<file path="config.mk">
export PLATFORM = sky130hd
export DESIGN_NAME = cp0_unit
export DESIGN_NICKNAME = d
export VERILOG_FILES = /design/src/rtl/cp0_unit_pkg.sv /design/src/rtl/cp0_unit.sv
export SDC_FILE = /design/constraint.sdc
export NUM_CORES = 1
export LEC_CHECK = 0
export CORE_MARGIN = 2
export CORE_UTILIZATION = 46
export CTS_BUF_LIST = sky130_fd_sc_hd__clkbuf_4
export DETAILED_ROUTE_END_ITERATION = 8
export GPL_TIMING_DRIVEN = 0
export PLACE_DENSITY = 0.92
export SLEW_MARGIN = 40
export SYNTH_ARGS = -nofsm -noshare
export SYNTH_HDL_FRONTEND = slang
export SYNTH_SLANG_ARGS = --single-unit
export TNS_END_PERCENT = 5
</file>
<file path="constraint.sdc">
create_clock -name clk -period 5.5 [get_ports clk]
set_input_delay 1.1 -clock clk [delete_from_list [all_inputs] [get_ports clk]]
set_output_delay 1.1 -clock clk [all_outputs]
set_load 0.01 [all_outputs]
</file>
<file path="src/rtl/cp0_unit_pkg.sv">
// cp0_defs: CP0 register numbers, exception codes and register field positions
package cp0_defs;
    localparam logic [4:0] REG_SR    = 5'd12;
    localparam logic [4:0] REG_CAUSE = 5'd13;
    localparam logic [4:0] REG_EPC   = 5'd14;
    localparam logic [4:0] REG_PRID  = 5'd15;
    localparam logic [4:0] EXC_INT     = 5'd0;
    localparam logic [4:0] EXC_ADEL    = 5'd4;
    localparam logic [4:0] EXC_ADES    = 5'd5;
    localparam logic [4:0] EXC_SYSCALL = 5'd8;
    localparam logic [4:0] EXC_RI      = 5'd10;
    localparam logic [4:0] EXC_OV      = 5'd12;
    localparam int SR_IE    = 0;
    localparam int SR_EXL   = 1;
    localparam int IM_LO    = 10;
    localparam int IM_HI    = 15;
    localparam int CAUSE_BD = 31;
endpackage

</file>
<file path="src/rtl/cp0_unit.sv">
// cp0_unit: CP0 status/cause/EPC/PRId with interrupt/exception arbitration at the M stage
module cp0_unit
    import cp0_defs::*;
#(
    parameter logic [31:0] HANDLER_ADDR = 32'h0000_4180,
    parameter logic [31:0] PRID_VAL     = 32'h2022_0007
) (
    input  logic        clk,
    input  logic        reset,
    input  logic [4:0]  rd_sel,
    input  logic [4:0]  wr_sel,
    input  logic        wr_en,
    input  logic [31:0] wr_data,
    input  logic [31:0] m_pc,
    input  logic        m_bd,
    input  logic [4:0]  exc_code,
    input  logic        eret,
    input  logic [5:0]  hw_int,
    output logic [31:0] rd_data,
    output logic        req,
    output logic [31:0] handler_pc,
    output logic [31:0] epc_out
);
    logic [5:0]  r_im, r_ip;
    logic        r_exl, r_ie, r_bd;
    logic [4:0]  r_exc;
    logic [31:0] r_epc;
    logic        w_int_req, w_exc_req;
    logic [31:0] w_sr, w_cause, w_epc;

    // Interrupt decision uses the live lines; IP is only a delayed mirror for software.
    assign w_int_req  = r_ie & ~r_exl & |(hw_int & r_im);
    assign w_exc_req  = (exc_code != 5'd0) & ~r_exl;
    assign req        = w_int_req | w_exc_req;
    assign w_sr       = {16'b0, r_im, 8'b0, r_exl, r_ie};
    assign w_cause    = {r_bd, 15'b0, r_ip, 3'b0, r_exc, 2'b0};
    assign w_epc      = (m_bd ? m_pc - 32'd4 : m_pc) & ~32'd3;
    assign handler_pc = HANDLER_ADDR;
    assign epc_out    = r_epc;
    assign rd_data    = (rd_sel == REG_SR)    ? w_sr    :
                        (rd_sel == REG_CAUSE) ? w_cause :
                        (rd_sel == REG_EPC)   ? r_epc   :
                        (rd_sel == REG_PRID)  ? PRID_VAL : 32'd0;

    always_ff @(posedge clk) begin
        if (reset) begin
            r_im  <= '0;
            r_ip  <= '0;
            r_exl <= 1'b0;
            r_ie  <= 1'b0;
            r_bd  <= 1'b0;
            r_exc <= '0;
            r_epc <= '0;
        end else begin
            r_ip <= hw_int;
            if (req) begin
                r_exl <= 1'b1;
                r_bd  <= m_bd;
                r_exc <= w_int_req ? EXC_INT : exc_code;
                r_epc <= w_epc;
            end else begin
                if (wr_en && wr_sel == REG_SR) begin
                    r_im  <= wr_data[IM_HI:IM_LO];
                    r_exl <= wr_data[SR_EXL];
                    r_ie  <= wr_data[SR_IE];
                end
                if (wr_en && wr_sel == REG_EPC) r_epc <= wr_data & ~32'd3;
                if (eret) r_exl <= 1'b0;
            end
        end
    end
endmodule
</file>
== Yosys cells after proc, flatten, opt, wreduce, memory -nomap -nowiden ==
Index checks and enable logic that the tools add are counted.
Word-level totals
  memories kept: 0
  memory bits (writable): 0
  bits in read-only memories: 0
  latch bits: 0
  output and inout port bits: 97
  bits in registers: 50
  input bits: 90
Operators by class
  equal/unequal tests: 6
  reduce and logical (&&, ||, !) cells: 7
  div/mod/pow operators: 0
  mux-type cells: 11
  bitwise logic cells: 7
  add/subtract/negate cells: 1
  multipliers: 0
  order comparisons: 0
  shift operators: 0
Operators by type and width (number)
  two-way mux 32 bit: 6
  subtractor 32 x 3 -> 32 bit, second input constant: 1
  == test 5 x 4 -> 1 bit, second input constant: 6
  two-way mux 30 bit: 1
  AND 6 bit: 1
  OR reduction 6 bit: 1
  two-way mux 5 bit: 1
  nonzero test 5 bit: 1
  AND 1 bit: 3
  two-way mux 1 bit: 3
  nonzero test 3 bit: 1
  logical AND 1 bit: 2
  inverter 1 bit: 2
  AND reduction 2 bit: 1
  nonzero test 2 bit: 1
  bitwise OR 1 bit: 1

== Longest topological paths before layout ==
Gate-level depths: netlist (run 1).
  depth in word-level cells: 6
  gate-level depth with buffers: 6
  depth with buffers taken out: 6

== Worst setup path after synthesis (run 1) ==
OpenSTA, ideal clock, no wires.
  path type: input to output
  start: input port hw_int[3]
  end: output port req
  stages on the path: 5
  data arrival time: 2.207 ns
  path buffers: 1
  slack: 2.193 ns
  path through: a22oi_1 a311oi_1 nor2_1 inv_1 clkbuf_1
Between the ends
  longest elaborated chain between the ends: 4
RTL lines
  start: declaration: RTL line cp0_unit.sv:18  | input logic [5:0] hw_int,
  AND 6 bit: RTL line cp0_unit.sv:32  | assign w_int_req = r_ie & ~r_exl & |(hw_int & r_im);
  OR reduction 6 bit: RTL line cp0_unit.sv:32
  AND 1 bit: RTL line cp0_unit.sv:32
  bitwise OR 1 bit: RTL line cp0_unit.sv:34  | assign req = w_int_req | w_exc_req;
  end: declaration: RTL line cp0_unit.sv:20  | output logic req,
No other way between the ends.

== Worst setup path after layout (run 1) ==
  start: input port hw_int[4]
  end: output port req
Same word-level chain as after synthesis.

==> results.md, run 1 <==
- The flow ran to the end, and the final reports show no timing, DRC or antenna violations.
- The sequential element share of the synthesized area is 25.9%.
- The number of pins exceeding their max-slew limit in the final report is 0.
- After synthesis the cells add up to 3860 µm².
- Once the clock tree was built, the resizer swapped 0 gates to a different size.
- The setup slack after layout is 0.650 ns.
- The pre-antenna-repair detailed-routing pass consisted of 5 iterations.
- Of all nets on the critical path, the largest fanout is 10.
- The tightest min-delay check is of the flip-flop to flip-flop type.
- The family with the most delay on the worst path is buffers and inverters.
- The remaining antenna violation count is 0.
- Once the floorplan was initialized, standard cells occupied 47.3% of the core.
- The clock tree synthesis step divided the H-tree into 2 levels.
- After clock tree synthesis, the setup repair step added 0 buffers.
- Clock-pin slew was measured on the worst setup and hold paths at 0.16 ns.
- In this run, post-CTS hold repair placed 0 buffers.
- Setup violations remaining at the end of the flow were counted as 0.
- The power density over the cells is 168 nW/µm².
- The total number of vias is 4643.
- The delay contributed by the slowest stage of the critical path is 0.71 ns.
- The aggregate global routing overflow is 0.
- The most numerous cell type found on the critical path is sky130_fd_sc_hd__clkdlybuf4s50_1.
- The required time of the critical path is 4.40 ns.
- Based on the critical path, the design can be clocked at up to 0.206 GHz.
- Routability-driven placement finished with a final weighted congestion of 0.890.
- The synthesized area divided by synthesized cell count is 7.81 µm².
- The standby leakage power is 2.02 nW.
- The analysis attributes to net switching a power of 0.300 mW.
- Summed over all layers, the routed wires come to 13700 µm.
- At the pin with the least slew margin, the transition time is 0.772 ns.
- The core region is 8180 µm².
- Relative to the synthesized area, the layout overhead comes to 46.7%.
- The placed cell area is 5590 µm².
- The number of enable flip-flop cells after synthesis is 0.
- The number of global-route vias before repair is 4205.
- The startpoint of the lowest-slack register-to-register path is r_im[4].
- The critical path launch point is hw_int[4].
- The first global-routing pass estimated 20700 µm of wire.
- For this design, the slowest cell found on the critical path is sky130_fd_sc_hd__a311oi_1.
- Entering global routing, the biggest net connects 17 pins.
- Walking the worst path, the cells encountered are clkdlybuf4s50_1 > a22oi_1 > a311oi_1 > nor2_1 > inv_1 > clkbuf_1 > clkdlybuf4s50_1.
- In the synthesized netlist the dominant register cell turns out to be sky130_fd_sc_hd__dfxtp_1.
- Sequential cells account for 43.6% of the total power.
- The HPWL after detailed placement is 11100 µm.
- STA classifies the critical path endpoint as an output pin.
- The top-level I/O count is 187.
- During placement, the flow inserted port buffers numbering 147.
- The number of hold violations in the final report is 0.
- The switching power as a share of total power is 31.5%.
- The worst slack at placement is 0.708 ns.
- The number of diodes is 0.
- The height of the die is 95.7 µm.
- The initial antenna violation count is 0.
- The tool flagged a number of max-cap violations equal to 0.
- The share of total power dissipated in the clock network is 23.3%.
- After detailed routing, the average wire length per cell comes to 17.4 µm.
- After detailed routing, the number of vias per cell comes to 5.90.
- The number of sinks handled by clock tree synthesis is 50.
- The sequential cell area is 1000 µm².
- Across the routed clock network, the largest skew measured is 0.0143 ns.
- The fill cell instance count of the final layout is 690.
- The floorplan die area is 9150 µm².
- Across the VDD grid, the largest voltage drop is 0.0854 mV.
- For the worst-skew pair, the clock arrives at the later sink with an insertion delay of 0.38 ns.
- The multi-input combinational cells in the finished layout cover a total of 2450 µm².
- By startpoint and endpoint, the worst setup path is classified as primary input to output pin.
- The initial DRC count is 352.
- In this run the horizontal extent of the chip is 95.7 µm.
- The instance count of the mapped netlist is 495.
- The total CTS buffers is 5.
- The total buffers and inverters traversed by the critical path is 4.
- The Yosys warning count is 0.
- The worst hold slack is 0.492 ns.
- The final instance area is 5670 µm².
- In this run, the combinational gates consume 33.1% of the power.
- The overall track demand over capacity in global routing is 29.0%.
- Of all flip-flops after synthesis, the portion carrying an async set or reset was 0%.
- Cells with a size suffix above 1 make up 8.50% of the layout.
- The floorplan has 33 rows.
- The clock tree root buffer cell is sky130_fd_sc_hd__clkbuf_4.
- The normalized max-slew margin is 48.2%.
- TritonCTS built the clock tree.
- The startpoint identified for the worst hold timing path is r_im[5].
- Power comes to 0.952 mW.
- Internal power comes to 0.652 mW.
- Setup repair after global routing left no endpoint under its margin.
- For this run, design rule violations remaining after detail routing come to 0.
- The net count reported at finish is 772.
- For the worst setup path, the data arrival time is 3.75 ns.
- The category of the worst setup path launch point is a primary input.
- The clock tree buffer depth is 2.
- Dividing the final minimum period by the clock period gives 88.2%.
- The number of flip-flops and latches in the synthesized netlist is 50.
- The post-route minimum period is 4.85 ns.
- The aggregate negative setup slack is 0 ns.
- The post-synthesis cell type count is 53.
## cell usage in the layout, fill, tap and decap left out, types with 16 or more instances in the layout
cell type                         count
sky130_fd_sc_hd__a211oi_1            16
sky130_fd_sc_hd__a21oi_1             16
sky130_fd_sc_hd__and2_1              16
sky130_fd_sc_hd__buf_4               35
sky130_fd_sc_hd__clkbuf_1            40
sky130_fd_sc_hd__clkdlybuf4s50_1    147
sky130_fd_sc_hd__conb_1              34
sky130_fd_sc_hd__dfxtp_1             50
sky130_fd_sc_hd__inv_1               27
sky130_fd_sc_hd__mux2i_1             22
sky130_fd_sc_hd__nand2_1             23
sky130_fd_sc_hd__nor2_1              30
sky130_fd_sc_hd__nor4_1              31
sky130_fd_sc_hd__o31a_1              24
sky130_fd_sc_hd__o41ai_1             17
## sequential cells by signal (all words and copies together), names as in the netlist
name / cells
epc_out: 30
r_im: 6
r_ip: 6
r_exc: 5
r_bd: 1
r_exl: 1
r_ie: 1
## layer usage
metal / global-route usage, % / part of all wire (%) / vias to the layer above
li1: - / - / 2177
met1: 38.6 / 41 / 2170
met2: 48.7 / 48 / 267
met4: 7.74 / 1.7 / 0
met5: 0 / 0 / -
met3: 4.58 / 8.6 / 29
## tightest hold or removal path, cell delays in order, from the launching register on
cell	delay, ns
sky130_fd_sc_hd__dfxtp_1	0.35
sky130_fd_sc_hd__nand2_1	0.06
sky130_fd_sc_hd__mux2i_1	0.05
## layout make-up
class / count / area share [%]
Sequential cell: 50 / 17.7
Inverter: 28 / 1.85
Buffer: 78 / 7.53
Timing Repair Buffer: 147 / 26.0
Clock buffer: 5 / 0.662
Multi-Input combinational cell: 371 / 43.3
Tap cell: 105 / 2.32
Clock inverter: 3 / 0.751
## synth_stat cells (3+ instances only)
cell type / n / area [µm²]
sky130_fd_sc_hd__a211oi_1: 16 / 120
sky130_fd_sc_hd__a22oi_1: 8 / 60.1
sky130_fd_sc_hd__o21ai_0: 4 / 20.0
sky130_fd_sc_hd__and2_1: 16 / 100
sky130_fd_sc_hd__nand3b_1: 6 / 45.0
sky130_fd_sc_hd__buf_4: 35 / 263
sky130_fd_sc_hd__or3_1: 11 / 68.8
sky130_fd_sc_hd__a2111oi_0: 4 / 35.0
sky130_fd_sc_hd__nand2_1: 23 / 86.3
sky130_fd_sc_hd__o41ai_1: 17 / 149
sky130_fd_sc_hd__o31a_1: 24 / 210
sky130_fd_sc_hd__nor2b_1: 9 / 56.3
sky130_fd_sc_hd__clkbuf_1: 40 / 150
sky130_fd_sc_hd__a21oi_1: 16 / 80.1
sky130_fd_sc_hd__or4_1: 14 / 105
sky130_fd_sc_hd__inv_1: 27 / 101
sky130_fd_sc_hd__o31ai_1: 14 / 105
sky130_fd_sc_hd__or3b_2: 4 / 35.0
sky130_fd_sc_hd__nor2_1: 30 / 113
sky130_fd_sc_hd__nor3b_1: 4 / 30.0
sky130_fd_sc_hd__mux2i_1: 22 / 220
sky130_fd_sc_hd__nand4_1: 5 / 31.3
sky130_fd_sc_hd__xor2_1: 3 / 26.3
sky130_fd_sc_hd__a311oi_1: 3 / 26.3
sky130_fd_sc_hd__a31oi_1: 15 / 93.8
sky130_fd_sc_hd__dfxtp_1: 50 / 1000
sky130_fd_sc_hd__o21a_1: 4 / 30.0
sky130_fd_sc_hd__xnor2_1: 3 / 26.3
sky130_fd_sc_hd__nor4_1: 31 / 194
sky130_fd_sc_hd__nor3_1: 7 / 35.0
## power by group through the flow
stage | Clock [mW] | Combinational, mW | Sequential (mW)
2_1_floorplan | 0 | 0.146 | 0.422
3_3_place_gp | 0 | 0.303 | 0.421
3_5_place_dp | 0 | 0.309 | 0.422
4_1_cts | 0.221 | 0.310 | 0.414
5_1_grt | 0.235 | 0.339 | 0.417
6_report | 0.221 | 0.315 | 0.415
## cell families (layout without fill, tap and decap cells)
logic type	count (synthesis)	in the layout	share of synthesized area (%)
compound gates	130	130	25.3
xor+xnor	6	6	1.36
fa+ha+maj	1	1	0.324
buf+inv	106	261	13.8
flops	50	50	25.9
mux	22	22	5.70
other cells	2	34	0.194
simple gates	178	178	27.5
## metrics by stage
stage | util (%) | instances
5_1_grt | 69.3 | 787
6_report | 69.3 | 787
4_1_cts | 69.3 | 787
2_1_floorplan | - | 527
3_5_place_dp | 68.3 | 779
3_3_place_gp | 68.3 | 779
## worst paths after layout
kind / endpoint / slack [ns] / depth (start not counted)
min: r_im[5] / 0.49 / 2
min reg2reg: r_im[5] / 0.49 / 2
max: req / 0.65 / 7
max reg2reg: epc_out[29] / 3.26 / 6
Power figures use the tool's default switching activity.
==> run 2: changes to the inputs <==
- GPL_ROUTABILITY_DRIVEN: unset -> 1
==> results of run 2 <==
The final DEF is identical to that of run 1; final timing and power are the same.
==> run 3: changes to the inputs <==
- CORE_UTILIZATION: 46 -> 40
- PLACE_DENSITY: 0.92 -> 0.82
- SLEW_MARGIN: 40 -> 20
- TNS_END_PERCENT: 5 -> unset
==> results.md, run 3 (synthesized netlist as in run 1, its figures left out) <==
- The height of the die is 102 µm (was 95.7 µm).
- The worst hold slack is 0.498 ns (was 0.492 ns).
- The aggregate routed wire length was 14400 µm (was 13700 µm).
- The signed area change from the synthesized netlist to the final layout was 47.5% (was 46.7%).
- The slowest stage cell on the critical path was sky130_fd_sc_hd__a311oi_1 (unchanged).
- The maximum resistive drop on vdd is 0.0909 mV (was 0.0854 mV).
- Leading cell types in the layout, fill and taps excluded: sky130_fd_sc_hd__clkdlybuf4s50_1 (147), sky130_fd_sc_hd__dfxtp_1 (50), sky130_fd_sc_hd__clkbuf_1 (40) (unchanged).
- The clock-pin slew reported for the worst setup and hold paths after clock tree synthesis is 0.15 ns (was 0.16 ns).
- The number of pins exceeding their max-slew limit in the final report is 0 (unchanged).
- The number of diodes is 0 (unchanged).
- The required time of the critical path is 4.40 ns (about the same).
- The number of setup violations in the final report was 0 (unchanged).
- The overall track demand over capacity in global routing was 27.1% (was 29.0%).
- The remaining antenna violation count is 0 (unchanged).
- The top-level I/O count is 187 (unchanged).
- The initial standard-cell utilization of the core is 41.4% (was 47.3%).
- The later-pin clock latency in the skew report is 0.38 ns (about the same).
- The ratio of cells with drive above 1 in the final layout is 8.65% (was 8.50%).
- The initial DRC count was 251 (was 352).
- The critical path launch point is hw_int[1] (was hw_int[4]).
- The top achievable clock speed is 0.208 GHz (was 0.206 GHz).
- The initial antenna violation count is 0 (unchanged).
- The post-route minimum period is 4.80 ns (was 4.85 ns).
- The clock tree root buffer cell is sky130_fd_sc_hd__clkbuf_4 (unchanged).
- The setup skew after layout is 0.0193 ns (was 0.0143 ns).
- The aggregate negative setup slack was 0 ns (unchanged).
- The total of max-cap violations is 0 (unchanged).
- The detail-routed via count per cell was 5.60 (was 5.90).
- The critical path data arrival time is 3.70 ns (was 3.75 ns).
- The flip-flop count of the largest register, all copies and words added is 30 (unchanged).
- The worst-margin pin slew was 0.780 ns (was 0.772 ns).
- The total CTS buffers is 5 (unchanged).
- The largest fanout on the critical path came to 10 (unchanged).
- The clock tree from TritonCTS was done (unchanged).
- Outcome: complete, no violations (unchanged).
- The cell repeated most along the worst path is sky130_fd_sc_hd__clkdlybuf4s50_1 (unchanged).
- The remaining design rule violation count is 0 (unchanged).
- The startpoint of the lowest-slack register-to-register path is r_im[3] (was r_im[4]).
- The first-pass GRT wire length was 22300 µm (was 20700 µm).
- The floorplan die area came to 10500 µm² (was 9150 µm²).
- The number of hold violations in the final report is 0 (unchanged).
- The number of sinks handled by clock tree synthesis came to 50 (unchanged).
- The fill cell instance count of the final layout was 870 (was 690).
- The clock tree buffer depth came to 2 (unchanged).
- The standby leakage power is 2.02 nW (about the same).
- The total number of vias was 4538 (was 4643).
- The placed wire-length estimate after detailed placement is 11800 µm (was 11100 µm).
- The routed wirelength normalized by instance count is 17.7 µm (was 17.4 µm).
- The final core utilization is 61.1% (was 69.3%).
- The part of the cycle the worst path needs is 87.3% (was 88.2%).
- The number of buffers inserted by hold repair at cts is 0 (unchanged).
- The quantity of I/O buffers inserted on ports was 147 (unchanged).
- The count of H-tree levels built during CTS is 2 (unchanged).
- The largest net degree at the start of global routing is 15 (was 17).
- The category of the worst setup path launch point is a primary input (unchanged).
- The delay contributed by the slowest stage of the critical path is 0.67 ns (was 0.71 ns).
- The width of the chip is 102 µm (was 95.7 µm).
- RSZ-0062 raised after global routing: no (unchanged).
- The worst min-delay path class was flip-flop to flip-flop (unchanged).
- The routability congestion estimate is 0.925 (was 0.890).
- The aggregate global routing overflow is 0 (unchanged).
- The worst min-delay path startpoint was r_im[0] (was r_im[5]).
- The most common library cell in the layout ignoring fill and taps is sky130_fd_sc_hd__clkdlybuf4s50_1 (unchanged).
- The floorplan row count is 35 (was 33).
- Critical path cell sequence: clkdlybuf4s50_1 > a22oi_1 > a311oi_1 > nor2_1 > inv_1 > clkbuf_1 > clkdlybuf4s50_1 (unchanged).
- The total buffers and inverters traversed by the critical path is 4 (unchanged).
- The net count reported at finish is 772 (unchanged).
- The core area is 9330 µm² (was 8180 µm²).
- The power density over the cells is 168 nW/µm² (about the same).
- The post-cts repair resize count was 0 (unchanged).
- The number of global-route vias before repair is 4310 (was 4205).
- The family with the most delay on the worst path is buffers and inverters (unchanged).
- The number of optimization iterations in the first detailed-route pass is 5 (unchanged).
- The category of the critical setup timing path is primary input to output pin (unchanged).
- The kind of end point of the critical path is an output pin (unchanged).
- The number of setup buffers added after CTS is 0 (unchanged).
- The normalized max-slew margin was 46.7% (was 48.2%).
## run 3: changes by cell type in the layout (fill, tap and decap cells not counted), sizes merged
cell	previous run	this run
clkinv	2	1
inv	28	27
clkbuf	45	47
## run 3: tightest hold or removal path: stages (launching register included)
cell and delay, ns:
sky130_fd_sc_hd__dfxtp_1 0.36, sky130_fd_sc_hd__nand2_1 0.06, sky130_fd_sc_hd__mux2i_1 0.05
## run 3: metrics by stage
stage          instances  worst slack, ns  instance area [µm²]  power (mW)
3_3_place_gp         803            0.645                 5620       0.728
2_1_floorplan        527             2.19                 3980       0.569
4_1_cts              811            0.698                 5700       0.956
6_report             811            0.699                 5700       0.959
3_5_place_dp         803            0.709                 5620       0.734
5_1_grt              811            0.478                 5700        1.00
## run 3: worst paths after layout
| check | end | slack (ns) | depth (start not counted) |
|---|---|---|---|
| max | req | 0.70 | 7 |
| min | r_im[0] | 0.50 | 2 |
| max reg2reg | epc_out[15] | 3.23 | 5 |
| min reg2reg | r_im[0] | 0.50 | 2 |
## run 3: layout make-up
cell class              instances  area (µm²)  share of cell area [%]
plain buffers                  78         427                    7.49
clock buffers                   7        52.6                   0.922
clock inverters                 1        30.0                   0.527
inverters                      28         105                    1.84
multi-input cells             371        2450                    43.0
flip-flops and latches         50        1000                    17.6
well taps                     129         161                    2.83
repair buffers                147        1470                    25.8
## run 3: routing by layer
layer  GRT usage (%)  wire, µm
met5               0         0
met4            6.36       195
met3            3.56      1140
met2            45.4      6900
met1            37.2      6140
## run 3: report_power, final
group | leakage, nW | internal [mW] | switching [mW]
logic | 1.56 | 0.167 | 0.150
clock network | 0.0463 | 0.106 | 0.120
registers | 0.414 | 0.390 | 0.0262
total | 2.02 | 0.663 | 0.296
